File: src/rtl/fifo_read_drainer.sv
// rtl/fifo_read_drainer.sv - credit-limited FIFO reader feeding a small stream buffer with flush support
module fifo_read_drainer #(
    parameter int DATA_WIDTH = 12,
    parameter int BUF_DEPTH  = 4
) (
    input  logic                  clk,
    input  logic                  rst_n,
    input  logic                  enable,
    input  logic                  flush_req,
    input  logic                  fifo_empty,
    input  logic                  fifo_valid,
    input  logic [DATA_WIDTH-1:0] fifo_read_data,
    output logic                  fifo_read_enable,
    output logic [DATA_WIDTH-1:0] m_data,
    output logic                  m_valid,
    input  logic                  m_ready,
    output logic [15:0]           word_count,
    output logic [DATA_WIDTH-1:0] checksum,
    output logic                  flush_done,
    output logic                  overflow_err
);

    localparam int PW = $clog2(BUF_DEPTH);
    localparam int OW = PW + 1;
    localparam logic [OW-1:0] FULL = OW'(BUF_DEPTH);

    typedef enum logic [1:0] {
        IDLE,
        RUN,
        STOP,
        DONE
    } state_t;

    state_t                  state;
    state_t                  state_nxt;
    logic [DATA_WIDTH-1:0]   mem [BUF_DEPTH];
    logic [PW-1:0]           wr_ptr;
    logic [PW-1:0]           rd_ptr;
    logic [OW-1:0]           occupancy;
    logic                    pending;
    logic                    full;
    logic                    pop;
    logic                    push;
    logic [OW:0]             committed;

    assign full       = (occupancy == FULL);
    assign pop        = m_valid && m_ready;
    // A full buffer still takes a word when the head leaves in the same cycle.
    assign push       = fifo_valid && (!full || pop);
    assign m_valid    = (occupancy != '0);
    assign m_data     = mem[rd_ptr];
    assign flush_done = (state == DONE);

    // Outstanding read counts against free space until its one-cycle window passes.
    assign committed        = {1'b0, occupancy} + {{OW{1'b0}}, pending};
    assign fifo_read_enable = (state == RUN) && enable && !fifo_empty
                              && (committed < {1'b0, FULL});

    always_comb begin
        state_nxt = state;
        case (state)
            IDLE: begin
                if (flush_req)   state_nxt = STOP;
                else if (enable) state_nxt = RUN;
            end
            RUN: begin
                if (flush_req)    state_nxt = STOP;
                else if (!enable) state_nxt = IDLE;
            end
            STOP: begin
                if (!pending && (occupancy == '0)) state_nxt = DONE;
            end
            DONE:    state_nxt = IDLE;
            default: state_nxt = IDLE;
        endcase
    end

    always_ff @(posedge clk or negedge rst_n) begin
        if (!rst_n) begin
            state        <= IDLE;
            wr_ptr       <= '0;
            rd_ptr       <= '0;
            occupancy    <= '0;
            pending      <= 1'b0;
            word_count   <= '0;
            checksum     <= '0;
            overflow_err <= 1'b0;
        end else begin
            state   <= state_nxt;
            pending <= fifo_read_enable;
            if (push) wr_ptr <= wr_ptr + PW'(1);
            if (pop) begin
                rd_ptr     <= rd_ptr + PW'(1);
                word_count <= word_count + 16'd1;
                checksum   <= checksum ^ m_data;
            end
            if (push && !pop)      occupancy <= occupancy + OW'(1);
            else if (pop && !push) occupancy <= occupancy - OW'(1);
            if (fifo_valid && full && !pop) overflow_err <= 1'b1;
        end
    end

    always_ff @(posedge clk) begin
        if (push) mem[wr_ptr] <= fifo_read_data;
    end

endmodule
File: config.mk
export PLATFORM = sky130hd
export DESIGN_NAME = fifo_read_drainer
export DESIGN_NICKNAME = d
export VERILOG_FILES = /design/src/rtl/fifo_read_drainer.sv
export SDC_FILE = /design/constraint.sdc
export NUM_CORES = 1
export LEC_CHECK = 0
export ABC_AREA = 1
export CAP_MARGIN = 10
export CORE_MARGIN = 8
export CORE_UTILIZATION = 48
export DETAILED_ROUTE_END_ITERATION = 8
export PLACE_DENSITY_LB_ADDON = 0.25
export SLEW_MARGIN = 20
export SYNTH_ARGS = -nofsm -noshare
export SYNTH_HDL_FRONTEND = slang
export SYNTH_SLANG_ARGS = --single-unit
File: constraint.sdc
create_clock -name clk -period 2 [get_ports clk]
set_clock_uncertainty 0.05 [all_clocks]
set_input_delay 0.5 -clock clk [delete_from_list [all_inputs] [get_ports clk]]
set_output_delay 0.5 -clock clk [all_outputs]
set_load 0.02 [all_outputs]
==> flow_summary.toml <==
[outcome]
status = "finished, violations left"
violations = "setup timing"

[cts]
root_buffer = "clkbuf_8"
cts_made_buffers = 9
clk_pin_slew_ps = 80
clk_latency_ps = 350
htreeDepth = 3
cts_hold_buf = 0
cts.sinks = 87
ctsLongestPathBuffers = 2
tritoncts = "done"

[final_layout]
final_nets = 533
stdcell_area_um2 = 5480
syn_to_final_growth_pct = 37.3
nFillCells = 621
finalNonFillerCells = 617
layout-drive-gt1-share = 0.264
antenna_cells = 0

[sta]
finalCritPeriodShare = 1.05
max_slew_margin = 0.646
max_freq_mhz = 477
worst_pin_slew_ps = 531
rsz0062_at_grt = "true"
setup_slack_ps = -95.3
setup_violations = 11
hold_viol = 0
fin_crit_ps = 2100
maxSlewViolCount = 0

[setup_path]
path_class = "reg -> out"
critPathLaunchType = "register"
cp-end-kind = "output pin"
worstPathRequired_ps = 1450
cp_data_arrival_time_ps = 1550
path_max_fanout = 6

[synthesis]
avgSynthCellArea_um2 = 10.4
ys_seq_elements = 87
syn_nets = 411
ys_warn_count = 0
synth-seq-area-share = 0.605
syn_area_um2 = 3990
syn_inst = 385
synth.distinct_cells = 27

[die]
die_h_um = 107
die_w_um = 107
initial_core_util = 0.491
io_pins = 63
core_um2 = 8130
die_area_um2 = 11500
row_count = 33

[pwr]
vdd_drop_max_mv = 0.812
total_power_uw = 8290
p_per_area_nw_per_um2 = 1510
power.leakage_uw = 0.00257

[global_routing]
gr-total-overflow = 0
grt_max_degree = 40
grt_pass1_vias = 2943
antenna_found_initial = 0
grtUsageTotal = 0.154
grt_pass1_wl_um = 14000

[drt]
drtAntennaViolNets = 0
drtIter0Drc = 98
wl_per_cell_um = 13.8
drc = 0
viasPerCell = 4.83
wl_um = 8530
firstDrtPassIters = 4
num_vias = 2980

[min_path]
hp-class = "in -> async"

[run]
maxCapViolCount = 0

[place]
dp_cells = 577
place_congestion = 0.796
numPortBuffers = 62
postPlaceCellArea_um2 = 4960
hpwlAfterDp_um = 5880
==> cell type report <==
class	instances	area, µm²	share of cell area
Sequential cell	87	2420	0.441
Multi-Input combinational cell	241	1370	0.249
Timing Repair Buffer	122	1190	0.218
Inverter	46	175	0.0320
Clock buffer	10	138	0.0251
Tap cell	105	131	0.0240
Clock inverter	6	60.1	0.0110
==> worst max-delay path, cell delays in order (launching register included) <==
cell and delay [ps]:
dfrtp_1 410, inv_4 120, buf_12 120, buf_6 100, nor2_4 30, nor2_2 100, o21ai_1 70, nand2_1 110
buf_6 130
==> sequential cells by signal, summed over array words and instances (netlist names) <==
signal / flops
checksum: 12
rd_ptr: 2
wr_ptr: 2
occupancy: 3
word_count: 16
overflow_err: 1
state: 2
pending: 1
mem: 48
==> cell usage after synthesis <==
library cell | count | area, µm²
a21oi_1 | 2 | 10.0
buf_2 | 3 | 15.0
buf_4 | 2 | 15.0
buf_6 | 6 | 67.6
dfrtp_1 | 39 | 976
edfxtp_1 | 48 | 1440
fa_1 | 1 | 20.0
ha_1 | 6 | 75.1
inv_1 | 45 | 169
inv_2 | 1 | 3.75
mux2_2 | 1 | 11.3
nand2_1 | 98 | 368
nand2_2 | 4 | 25.0
nand3_1 | 15 | 75.1
nand3b_1 | 12 | 90.1
nand4_1 | 7 | 43.8
nor2_1 | 42 | 158
nor2_2 | 6 | 37.5
nor2_4 | 2 | 22.5
nor3_1 | 3 | 15.0
o211ai_2 | 12 | 150
o21ai_0 | 8 | 40.0
o21ai_1 | 7 | 35.0
o21ai_2 | 1 | 8.76
o21bai_1 | 2 | 15.0
xnor2_1 | 4 | 35.0
xor2_1 | 8 | 70.1
==> cells in the final DEF, fill, tap and decap left out, drive strengths merged, types with 6 or more instances in the layout <==
master	count
clkdlybuf4s50	32
buf	73
dlymetal6s2s	11
edfxtp	48
dfrtp	39
nor2	50
nand3b	12
o211ai	12
o21ai	16
nand2	102
ha	6
clkbuf	11
xor2	8
nand4	7
inv	46
nand3	15
==> where the power goes <==
group	switching, µW	internal (µW)	leakage (µW)
Clock	598	604	0.0000997
Sequential	305	2400	0.000929
Combinational	2200	2180	0.00154
==> kinds of logic (layout without fill, tap and decap cells) <==
| logic type | Yosys count | after routing | share of synthesized area |
|---|---|---|---|
| and+or+nand+nor | 189 | 189 | 0.209 |
| DFF | 87 | 87 | 0.605 |
| buffers and inverters | 57 | 184 | 0.0677 |
| AOI/OAI and AO/OA | 32 | 32 | 0.0649 |
| xor gates and xnor gates | 12 | 12 | 0.0263 |
| adders and majority gates | 7 | 7 | 0.0238 |
| muxes | 1 | 1 | 0.00282 |
==> path summary, 6_finish.rpt <==
kind,slack [ps],endpoint,startpoint,cells past startpoint
worst max-delay path,-100,m_data[3],rd_ptr[0],8
worst min-delay path,150,checksum[0],rst_n,2
worst max register to register,80,occupancy[1],occupancy[1],8
worst min register to register,420,state[1],state[1],1
max in group asynchronous,1370,occupancy[2],rst_n,2
min in group clk,420,state[1],state[1],1
==> layer usage <==
metal | up-vias | part of all wire | track usage
met4 | 0 | 0.014 | 0.0683
met2 | 49 | 0.51 | 0.263
li1 | 1498 | - | -
met5 | - | 0 | 0
met3 | 10 | 0.045 | 0.0396
met1 | 1423 | 0.43 | 0.178
==> per-stage QoR <==
step	setup WS [ps]	hold WS (ps)	setup TNS, ps	util
after detailed placement	-486	417	-3690	0.610
after CTS	-107	169	-398	0.653
after global routing	-180	208	-1360	0.674
after global placement	-468	408	-2820	0.610
after floorplan	2.59	154	0	-
final	-95.3	150	-384	0.674
==> timing repair <==
item / 4_1_cts / 5_1_grt
buffers inserted: 15 / 8
pin swaps: 5 / 9
setup endpoints to repair: 19 / 24
gates cloned: 0 / 1
gates resized for setup: 93 / 30
No activity file was read; power rests on OpenSTA's default activity.
